**config.mk**
```make
export PLATFORM = sky130hd
export DESIGN_NAME = stage4_message_assemble_module
export DESIGN_NICKNAME = d
export VERILOG_FILES = /design/src/rtl/stage4_message_assemble_module_pkg.sv /design/src/rtl/stage4_word_packer_module.sv /design/src/rtl/stage4_message_assemble_module.sv
export SDC_FILE = /design/constraint.sdc
export NUM_CORES = 2
export LEC_CHECK = 0
export ABC_AREA = 1
export BUFFER_PORTS_ARGS = -buffer_cell sky130_fd_sc_hd__buf_2
export CORE_UTILIZATION = 50
export CTS_BUF_LIST = sky130_fd_sc_hd__clkbuf_4 sky130_fd_sc_hd__clkbuf_8 sky130_fd_sc_hd__clkbuf_16
export CTS_CLUSTER_DIAMETER = 120
export DETAILED_ROUTE_END_ITERATION = 8
export PLACE_DENSITY = 0.69
export SLEW_MARGIN = 15
export SYNTH_ARGS = -nofsm -noshare
export SYNTH_HDL_FRONTEND = slang
export SYNTH_SLANG_ARGS = --single-unit
export TNS_END_PERCENT = 20
```
**constraint.sdc**
```tcl
create_clock -name clk -period 2.7 [get_ports clk]
set_input_delay 0.405 -clock clk [delete_from_list [all_inputs] [get_ports clk]]
set_output_delay 0.405 -clock clk [all_outputs]
set_load 0.02 [all_outputs]
```
**src/rtl/stage4_message_assemble_module_pkg.sv**
```systemverilog
// Shared definitions for the stage-4 message assembler: message geometry,
// stage-5 mux codes, market type bytes and the type-byte classifier.
package stage4_message_assemble_module_pkg;

  localparam int MAX_MESSAGE_BITS          = 256;
  localparam int MESSAGE_MUX_CONTROL_WIDTH = 2;

  typedef logic [MESSAGE_MUX_CONTROL_WIDTH-1:0] mux_ctl_t;

  localparam mux_ctl_t MESSAGE_MUX_A    = 2'd0;
  localparam mux_ctl_t MESSAGE_MUX_D    = 2'd1;
  localparam mux_ctl_t MESSAGE_MUX_K    = 2'd2;
  localparam mux_ctl_t MESSAGE_MUX_NONE = '1;

  localparam logic [7:0] TYPE_BYTE_A = 8'h41;
  localparam logic [7:0] TYPE_BYTE_D = 8'h44;
  localparam logic [7:0] TYPE_BYTE_K = 8'h4B;

  // Unknown types map to NONE, which the assembler treats as "discard".
  function automatic mux_ctl_t type_to_mux(input logic [7:0] type_byte,
                                           input logic [7:0] type_a,
                                           input logic [7:0] type_d,
                                           input logic [7:0] type_k);
    if (type_byte == type_a)      return MESSAGE_MUX_A;
    else if (type_byte == type_d) return MESSAGE_MUX_D;
    else if (type_byte == type_k) return MESSAGE_MUX_K;
    else                          return MESSAGE_MUX_NONE;
  endfunction

endpackage

```
**src/rtl/stage4_word_packer_module.sv**
```systemverilog
// Packs word-serial input into an MSB-aligned message register and flags
// words that would fall beyond the end of the register.
module stage4_word_packer_module
  import stage4_message_assemble_module_pkg::*;
#(
  parameter int DATA_WIDTH = 64
) (
  input  logic                        clk,
  input  logic                        rst_n,
  input  logic                        start,
  input  logic                        write,
  input  logic [DATA_WIDTH-1:0]       word,
  output logic [MAX_MESSAGE_BITS-1:0] msg_next,
  output logic                        overlength
);

  localparam int WORDS = MAX_MESSAGE_BITS / DATA_WIDTH;
  localparam int IDX_W = $clog2(WORDS + 1);

  logic [MAX_MESSAGE_BITS-1:0] msg_q;
  logic [IDX_W-1:0]            idx_q, idx_d;

  assign overlength = (idx_q >= IDX_W'(WORDS));

  // NOTE: combinational blocks use blocking assignments and assign every
  // output a default first, so no path leaves a value unassigned (no latch).
  always_comb begin
    msg_next = msg_q;
    idx_d    = idx_q;
    if (start) begin
      msg_next = '0;
      msg_next[MAX_MESSAGE_BITS-1 -: DATA_WIDTH] = word;
      idx_d    = IDX_W'(1);
    end else if (write && !overlength) begin
      for (int k = 0; k < WORDS; k++) begin
        if (idx_q == IDX_W'(k)) msg_next[MAX_MESSAGE_BITS-1-k*DATA_WIDTH -: DATA_WIDTH] = word;
      end
      idx_d = idx_q + IDX_W'(1);
    end
  end

  // NOTE: sequential state uses non-blocking assignments so every flop
  // samples the pre-edge values regardless of statement order.
  always_ff @(posedge clk or negedge rst_n) begin
    if (!rst_n) begin
      msg_q <= '0;
      idx_q <= '0;
    end else begin
      msg_q <= msg_next;
      idx_q <= idx_d;
    end
  end

endmodule

```
**src/rtl/stage4_message_assemble_module.sv**
```systemverilog
// Assembles word-serial market messages, classifies them by type byte and
// presents groups of up to three to the stage-5 field extractors.
module stage4_message_assemble_module
  import stage4_message_assemble_module_pkg::*;
#(
  parameter int         DATA_WIDTH = 64,
  parameter logic [7:0] TYPE_A     = TYPE_BYTE_A,
  parameter logic [7:0] TYPE_D     = TYPE_BYTE_D,
  parameter logic [7:0] TYPE_K     = TYPE_BYTE_K,
  parameter int         TIMEOUT    = 16
) (
  input  logic                                 clk,
  input  logic                                 rst_n,
  input  logic                                 in_valid,
  input  logic                                 in_sop,
  input  logic                                 in_eop,
  input  logic [DATA_WIDTH-1:0]                in_data,
  input  logic                                 flush,
  output logic                                 message_en,
  output logic [MAX_MESSAGE_BITS-1:0]          message_1,
  output logic [MAX_MESSAGE_BITS-1:0]          message_2,
  output logic [MAX_MESSAGE_BITS-1:0]          message_3,
  output logic [MESSAGE_MUX_CONTROL_WIDTH-1:0] message_mux_control_m1,
  output logic [MESSAGE_MUX_CONTROL_WIDTH-1:0] message_mux_control_m2,
  output logic [MESSAGE_MUX_CONTROL_WIDTH-1:0] message_mux_control_m3,
  output logic                                 drop_err
);

  localparam int TMO_W = $clog2(TIMEOUT + 1);

  typedef enum logic [1:0] {ST_IDLE, ST_ASSEMBLE, ST_DROP} state_t;

  state_t                      state_q, state_d;
  logic [7:0]                  type_q, type_d;
  logic                        start, write, complete, drop_d;
  logic [MAX_MESSAGE_BITS-1:0] asm_next;
  logic                        overlength;
  mux_ctl_t                    code;
  logic                        complete_ok;

  logic [MAX_MESSAGE_BITS-1:0] slot_msg_q [3];
  logic [MAX_MESSAGE_BITS-1:0] slot_msg_d [3];
  mux_ctl_t                    slot_ctl_q [3];
  mux_ctl_t                    slot_ctl_d [3];
  logic [1:0]                  slot_cnt_q, slot_cnt_d;
  logic [TMO_W-1:0]            tmo_q, tmo_d;
  logic                        tmo_hit, emit;

  stage4_word_packer_module #(.DATA_WIDTH(DATA_WIDTH)) u_packer (
    .clk       (clk),
    .rst_n     (rst_n),
    .start     (start),
    .write     (write),
    .word      (in_data),
    .msg_next  (asm_next),
    .overlength(overlength)
  );

  // A sop is always honoured: it restarts assembly even mid-message or in DROP.
  always_comb begin
    state_d  = state_q;
    start    = 1'b0;
    write    = 1'b0;
    complete = 1'b0;
    drop_d   = 1'b0;
    if (in_valid) begin
      if (in_sop) begin
        start   = 1'b1;
        drop_d  = (state_q == ST_ASSEMBLE);
        state_d = in_eop ? ST_IDLE : ST_ASSEMBLE;
        complete = in_eop;
      end else begin
        case (state_q)
          ST_IDLE: drop_d = 1'b1;
          ST_ASSEMBLE: begin
            if (overlength) begin
              drop_d  = 1'b1;
              state_d = in_eop ? ST_IDLE : ST_DROP;
            end else begin
              write    = 1'b1;
              complete = in_eop;
              if (in_eop) state_d = ST_IDLE;
            end
          end
          ST_DROP: if (in_eop) state_d = ST_IDLE;
          default: state_d = ST_IDLE;
        endcase
      end
    end
    type_d      = start ? in_data[DATA_WIDTH-1 -: 8] : type_q;
    code        = type_to_mux(type_d, TYPE_A, TYPE_D, TYPE_K);
    complete_ok = complete && (code != MESSAGE_MUX_NONE);
    if (complete && !complete_ok) drop_d = 1'b1;
  end

  // The completing message is folded into the group before the emit decision,
  // so a third eop coinciding with flush or timeout yields one emission.
  always_comb begin
    slot_msg_d = slot_msg_q;
    slot_ctl_d = slot_ctl_q;
    slot_cnt_d = slot_cnt_q;
    if (complete_ok) begin
      for (int i = 0; i < 3; i++) begin
        if (slot_cnt_q == 2'(i)) begin
          slot_msg_d[i] = asm_next;
          slot_ctl_d[i] = code;
        end
      end
      slot_cnt_d = slot_cnt_q + 2'd1;
    end
    tmo_hit = (tmo_q == TMO_W'(TIMEOUT)) && (slot_cnt_q != 2'd0);
    emit    = (slot_cnt_d == 2'd3) || (flush && slot_cnt_d != 2'd0) || tmo_hit;
    tmo_d   = tmo_q;
    if (emit || in_valid) tmo_d = '0;
    else if (state_q == ST_IDLE && slot_cnt_q != 2'd0 && tmo_q != TMO_W'(TIMEOUT))
      tmo_d = tmo_q + TMO_W'(1);
  end

  // NOTE: slot storage is reset along with control state because unused slots
  // must read as zero data and NONE codes when a partial group is emitted.
  always_ff @(posedge clk or negedge rst_n) begin
    if (!rst_n) begin
      state_q    <= ST_IDLE;
      type_q     <= '0;
      slot_cnt_q <= '0;
      tmo_q      <= '0;
      for (int i = 0; i < 3; i++) begin
        slot_msg_q[i] <= '0;
        slot_ctl_q[i] <= MESSAGE_MUX_NONE;
      end
    end else begin
      state_q <= state_d;
      type_q  <= type_d;
      tmo_q   <= tmo_d;
      if (emit) begin
        slot_cnt_q <= '0;
        for (int i = 0; i < 3; i++) begin
          slot_msg_q[i] <= '0;
          slot_ctl_q[i] <= MESSAGE_MUX_NONE;
        end
      end else begin
        slot_cnt_q <= slot_cnt_d;
        slot_msg_q <= slot_msg_d;
        slot_ctl_q <= slot_ctl_d;
      end
    end
  end

  always_ff @(posedge clk or negedge rst_n) begin
    if (!rst_n) begin
      message_en             <= 1'b0;
      drop_err               <= 1'b0;
      message_1              <= '0;
      message_2              <= '0;
      message_3              <= '0;
      message_mux_control_m1 <= MESSAGE_MUX_NONE;
      message_mux_control_m2 <= MESSAGE_MUX_NONE;
      message_mux_control_m3 <= MESSAGE_MUX_NONE;
    end else begin
      message_en <= emit;
      drop_err   <= drop_d;
      if (emit) begin
        message_1              <= slot_msg_d[0];
        message_2              <= slot_msg_d[1];
        message_3              <= slot_msg_d[2];
        message_mux_control_m1 <= slot_ctl_d[0];
        message_mux_control_m2 <= slot_ctl_d[1];
        message_mux_control_m3 <= slot_ctl_d[2];
      end
    end
  end

endmodule

```
# Word-level counts from Yosys, hierarchy flattened
# Index checks and enable logic that the tools add are counted.
word_totals:
  elab_cells: 106
  register_bits: 1826
op_classes:
  n_reduce_logical: 20
  add_sub_neg: 3
  muxes: 47
  eq_ne: 15
  order_cmp: 1
ops:
  columns: ["operator", "count"]
  rows:
  - ["$mux W768", 2]
  - ["$mux W256", 5]
  - ["$mux W64", 4]
  - ["$eq A8 B7 Y1 const B", 3]
  - ["$mux W2", 11]
  - ["$mux W1", 16]
  - ["$mux W6", 2]
  - ["$mux W5", 2]
  - ["$mux W8", 1]
  - ["$reduce_bool A2 Y1", 4]
  - ["$logic_and A1 B1 Y1", 7]
  - ["$eq A2 B2 Y1 const B", 3]
  - ["$eq A3 B2 Y1 const B", 2]
  - ["$mux W3", 2]
  - ["$pmux W2 S3", 1]
  - ["$add A5 B1 Y5 const B", 1]
  - ["$eq A5 B5 Y1 const B", 1]
  - ["$ne A5 B5 Y1 const B", 1]
  - ["$eq A2 B1 Y1 const B", 2]
  - ["$logic_not A2 Y1", 2]
  - ["$ne A2 B2 Y1 const B", 2]
  - ["$add A3 B1 Y3 const B", 1]
  - ["$eq A3 B1 Y1 const B", 1]
  - ["$ge A3 B3 Y1 const B", 1]
  - ["other kinds (6)", 9]

# Logic depth before layout (Yosys ltp)
logic_depth:
  word_depth: 16
  ltp_mapped: 20
  depth_no_buf: 16

# By module
# A second synthesis with hierarchy kept.
unflattened:
  hier_cells: 9945
  area_unflattened_um2: 81907.3
modules_own_cells:
  columns: ["module", "instances", "area_each_um2", "cells_each", "seq_area_each_um2"]
  rows:
  - ["stage4_message_assemble_module", 1, 70286.2, 8424, 39227.6]
  - ["stage4_word_packer_module", 1, 11621.1, 1521, 6481.2]

# Least setup slack after synthesis
# No wires, ideal clock.
synth_path:
  path_type: "register to register"
  startpoint: "register state_q[1]"
  endpoint: "register message_2[199]"
  n_path_buf: 4
  required_ps: 2583
  slack_ps: 188
  period_less_slack_ps: 2512
  arrival_time_ps: 2395
  path_stages_with_launch: 20
  setup_time_ps: 117
  cell_sequence: "dfrtp_1 -> inv_1 -> ha_1 -> inv_1 -> nor2_1 -> nand3_1 -> inv_2 -> nor2_1 -> nor2_2 -> nand2_2 -> nand2_1 -> nand2_1 -> a21oi_1 -> buf_4 -> nand2_2 -> buf_6 -> buf_4 -> buf_4 -> nand2_1 -> nand2_1"
synth_via:
  elab_chain_len: 10
  word_cells_on_any_way: 19
  classes_between: "eq/ne: 2; mux: 11; reduce/logical: 6"
synth_lines:
  columns: ["item", "line_no", "rtl"]
  rows:
  - ["from (decl)", "stage4_message_assemble_module.sv:33", "state_t state_q, state_d;"]
  - ["from (signal assigned)", "stage4_message_assemble_module.sv:132", "state_q <= state_d;"]
  - ["$eq A2 B1 Y1 (*)", "stage4_message_assemble_module.sv:73", "case (state_q)"]
  - ["$mux W1", "stage4_message_assemble_module.sv:73", null]
  - ["$mux W1", "stage4_message_assemble_module.sv:67", "if (in_sop) begin"]
  - ["$mux W1", "stage4_message_assemble_module.sv:66", "if (in_valid) begin"]
  - ["$logic_and A1 B1 Y1", "stage4_message_assemble_module.sv:92", "complete_ok = complete && (code != MESSAGE_MUX_NONE);"]
  - ["$mux W2", "stage4_message_assemble_module.sv:102", "if (complete_ok) begin"]
  - ["$reduce_bool A2 Y1", "stage4_message_assemble_module.sv:112", "emit = (slot_cnt_d == 2'd3) || (flush && slot_cnt_d != 2'd0) || tmo_hit;"]
  - ["$logic_and A1 B1 Y1", "stage4_message_assemble_module.sv:112", null]
  - ["$logic_or A1 B1 Y1 (2 in a row)", "stage4_message_assemble_module.sv:112", null]
  - ["to (signal assigned)", "stage4_message_assemble_module.sv:164", "message_2 <= slot_msg_d[1];"]
  - ["to (decl)", "stage4_message_assemble_module.sv:21", "output logic [MAX_MESSAGE_BITS-1:0] message_2,"]
# Mark *: on every way between the ends. The rest lies on a longest branch, timed or not.
# A chain may end at the register's enable or synchronous reset.

# Final worst setup path
layout_path:
  startpoint: "register state_q[1]"
  endpoint: "register message_1[218]"
layout_via:
  elab_chain_len: 10
  word_cells_on_any_way: 19
  classes_between: "eq/ne: 2; mux: 11; reduce/logical: 6"
layout_lines:
  columns: ["item", "line_no", "rtl"]
  rows:
  - ["$eq A2 B1 Y1 (*)", "stage4_message_assemble_module.sv:73", null]
  - ["$mux W1", "stage4_message_assemble_module.sv:73", null]
  - ["$mux W1", "stage4_message_assemble_module.sv:67", null]
  - ["$mux W1", "stage4_message_assemble_module.sv:66", null]
  - ["$logic_and A1 B1 Y1", "stage4_message_assemble_module.sv:92", null]
  - ["$mux W2", "stage4_message_assemble_module.sv:102", null]
  - ["$reduce_bool A2 Y1", "stage4_message_assemble_module.sv:112", null]
  - ["$logic_and A1 B1 Y1", "stage4_message_assemble_module.sv:112", null]
  - ["$logic_or A1 B1 Y1 (2 in a row)", "stage4_message_assemble_module.sv:112", null]
  - ["to (signal assigned)", "stage4_message_assemble_module.sv:163", "message_1 <= slot_msg_d[0];"]
  - ["to (decl)", "stage4_message_assemble_module.sv:20", "output logic [MAX_MESSAGE_BITS-1:0] message_1,"]
# Marked as above.

==> impl_metrics.ini <==
[run_status]
status = finished with violations
violations = negative setup slack

[drt]
drt-vias-per-instance = 5.32
first_pass_iters = 6
met3_length_um = 23500
wl_met1_um = 104000
post_drt_wl_per_cell_um = 21.4
highest_layer = met5
num_vias = 65200
route.detailed.drc = 0
wl_um = 262000
drt_iter0_drc = 6333
ant_nets = 0
dr_wl_met2_um = 119000

[synthesis]
netlist_area_mm2 = 0.0761
ys_ff_latch = 1826
yosysTopAreaCell = dfrtp_1
synth_area_leaders = dfrtp_1 (60%), nand2_1 (12%), o21ai_0 (6.8%)
yosysWarnings = 0
syn_avg_cell_area_um2 = 8.42
synthDominantCellAreaShare = 0.597
synth_nets = 9115
yosysUniqueCellTypes = 28
seq_area_frac_synth = 0.601
synth_cells = 9032

[worst_setup_path]
startpoint_type = register
critical_path_class = register to register
cp_cell_sequence = inv_2, ha_4, inv_2, nor2_4, nand3_2, inv_2, nor2_4, nor2_4, nand2_4, nand2_4, nand2_4, a21oi_4, buf_12, nand2_8, buf_12, clkbuf_16, clkbuf_16, nand2_1, nand2_1
crit_slowest_cell = dfrtp_1
rr_endpoint = message_1[218]
cp_max_fo = 8
endpoint_kind = register
r2r_setup_slack_ps = -40
r2r_cells = 19
max_stage_delay_ps = 390
critPathRequiredTime_ps = 3400
regToRegStartpoint = state_q[1]
cp-startpoint = state_q[1]
crit_arrival_ps = 3450

[sta]
worst_slew_pin_slew_ps = 968
slew_headroom = 0.355
hold_viol_final = 0
grt_setup_unrepaired = true
hold_slack_ps = 65.8
max_clock_freq_ghz = 0.364
slew_viol_final = 0
fin_crit_ps = 2740
fin_crit_sh = 1.02
final-setup-viol-count = 7
fin_skew_ps = 44.2
worst_slack_ps = -44.6

[floorplan]
start_util = 0.505
die_width_um = 392
rows = 142
dieArea_mm2 = 0.154
die_y_um = 392
core_region_area_mm2 = 0.150
num_io_pins = 846

[run]
maxCapViolCount = 0

[power]
p_seq_frac = 0.469
clockPowerShare = 0.455
worst_ir_drop_vdd_mv = 0.578
power.switching_w = 0.0148
sw_frac_of_total = 0.244
p_int_w = 0.0457
p_leak_nw = 50.8
comb_power_share = 0.076
power_density_mw_per_mm2 = 636
power_w = 0.0605

[placed_design]
port_buffers = 845
pre_cts_slack_ps = -264
globalplace.congestion = 0.890
place_hpwl_um = 173000
placed_cells = 11800

[grt]
grt_overflow = 0
antenna_found_initial = 41
track_usage = 0.325
grt_pass1_vias = 60800
grt_first_pass_wirelength_um = 372000
grt_max_degree = 103

[finish]
nets = 10100
layout-drive-gt1-share = 0.194
utilization = 0.632
fin_cells = 12300
area_growth_pct = 25.0

[hold_path]
min_path_type = primary input to register
hold-path-endpoint = u_packer.msg_q[82]
hold_path_depth = 3
hold_start = in_data[18]

[cts]
cts_buffers = 186
clock_path_buffers = 3
htree_levels = 4
cts.sinks = 1826
path_clk_slew_ps = 60
tritoncts = yes
clk_latency_ps = 830
cts-root-buf = clkbuf_16
worst max-delay path by stage:
stage	endpoint	slack, ps
after CTS	message_1[134]	-40
after detailed placement	slot_msg_q[526]	-260
after global routing	message_1[218]	-150
final	message_1[218]	-40
after floorplan	message_2[199]	190
after global placement	message_1[13]	-280
synthesized netlist by cell type:
cell	number
o21ai_0	1034
nand3_1	796
ha_1	13
buf_2	233
buf_6	24
nor2_2	42
inv_1	1127
a21oi_1	4
nand2_1	2442
nand3b_1	7
dfstp_2	12
o22ai_1	1
nor3_1	2
nor2_1	1125
o32ai_1	1
nand4_1	2
xor2_1	4
nand3_2	1
buf_4	59
clkbuf_1	267
dfrtp_1	1814
o2111ai_1	1
nand2_2	4
clkinv_1	3
buf_1	10
nor4_1	1
a22oi_1	2
inv_2	1
critical path: cells and delay by family (launching register included):
family	cells	cell delay (ps)
AOI/OAI and AO/OA	1	160
adders and majority gates	1	130
buffers and inverters	7	940
DFF	1	390
and+or+nand+nor	10	990
what timing repair did:
action | in CTS | in global routing
endpoints found under the hold margin | 59 | 0
setup endpoints to repair | 968 | 1552
buffers inserted | 8 | 14
pin swaps | 6 | 27
gates resized for setup | 64 | 332
cloned | 10 | 49
hold buffers | 9 | 0
flip-flops by register name (all words and copies together), names as in the netlist, 5 cells and up:
signal / cells
slot_msg_q: 768
slot_ctl_q: 6
message_3: 256
message_2: 256
tmo_q: 5
message_1: 256
u_packer.msg_q: 256
type_q: 8
kinds of logic (layout without fill, tap and decap cells):
logic type,after synthesis,in the layout,synth area share
adders and majority gates,13,13,0.00214
other,0,39,0
buffers and inverters,1724,2892,0.0942
DFF,1826,1826,0.601
xor gates and xnor gates,4,4,0.000461
and+or+nand+nor,4422,4424,0.233
AOI/OAI and AO/OA,1043,1043,0.0688
cell usage in the layout (no fill, tap or decap), types with 9 or more instances in the layout:
cell           Yosys  layout
o21ai_2            0      11
clkbuf_8           0      45
clkinv_2           0      34
buf_6             24      33
inv_1           1127    1121
buf_16             0      47
o21ai_0         1034     908
diode_2            0      39
o21ai_1            0     115
nand2_2            4      94
buf_12             0     130
dfstp_2           12      12
bufinv_16          0      16
nand3_1          796     791
clkbuf_4           0      42
nor2_2            42      72
buf_4             59     306
buf_2            233     844
dlygate4sd3_1      0       9
nand2_1         2442    2334
nor2_1          1125    1092
ha_1              13      12
dfrtp_1         1814    1814
clkbuf_16          0     237
nand2_4            0      15
power groups by stage:
stage	sequential [W]	combinational [W]	clock, W
2_1_floorplan	0.0288	0.00175	0
3_3_place_gp	0.0288	0.00419	0
3_5_place_dp	0.0288	0.00427	0
4_1_cts	0.0284	0.00439	0.0278
5_1_grt	0.0284	0.00503	0.0288
6_report	0.0284	0.00460	0.0275
area by class of cell:
type	instances	area [um^2]
flip-flops and latches	1826	45700
clock inverters	64	872
multi-input cells	5484	23800
inverters	1131	4260
clock buffers	280	5760
well taps	2016	2520
repair buffers	1417	12100
diodes	39	97.6
fillers	12500	55400
through the flow:
step           instance area [um^2]  setup TNS (ps)
6_report                      95100            -119
5_1_grt                       95000          -17320
4_1_cts                       93000            -733
3_5_place_dp                  85600         -197710
3_3_place_gp                  85600         -183880
2_1_floorplan                 76100               0
layer usage:
layer | track usage | vias up
met5 | 0 | -
met4 | 0.188 | 6
met3 | 0.0714 | 546
met2 | 0.483 | 2928
met1 | 0.439 | 31900
li1 | - | 29800
(Power assumes the default switching activity.)
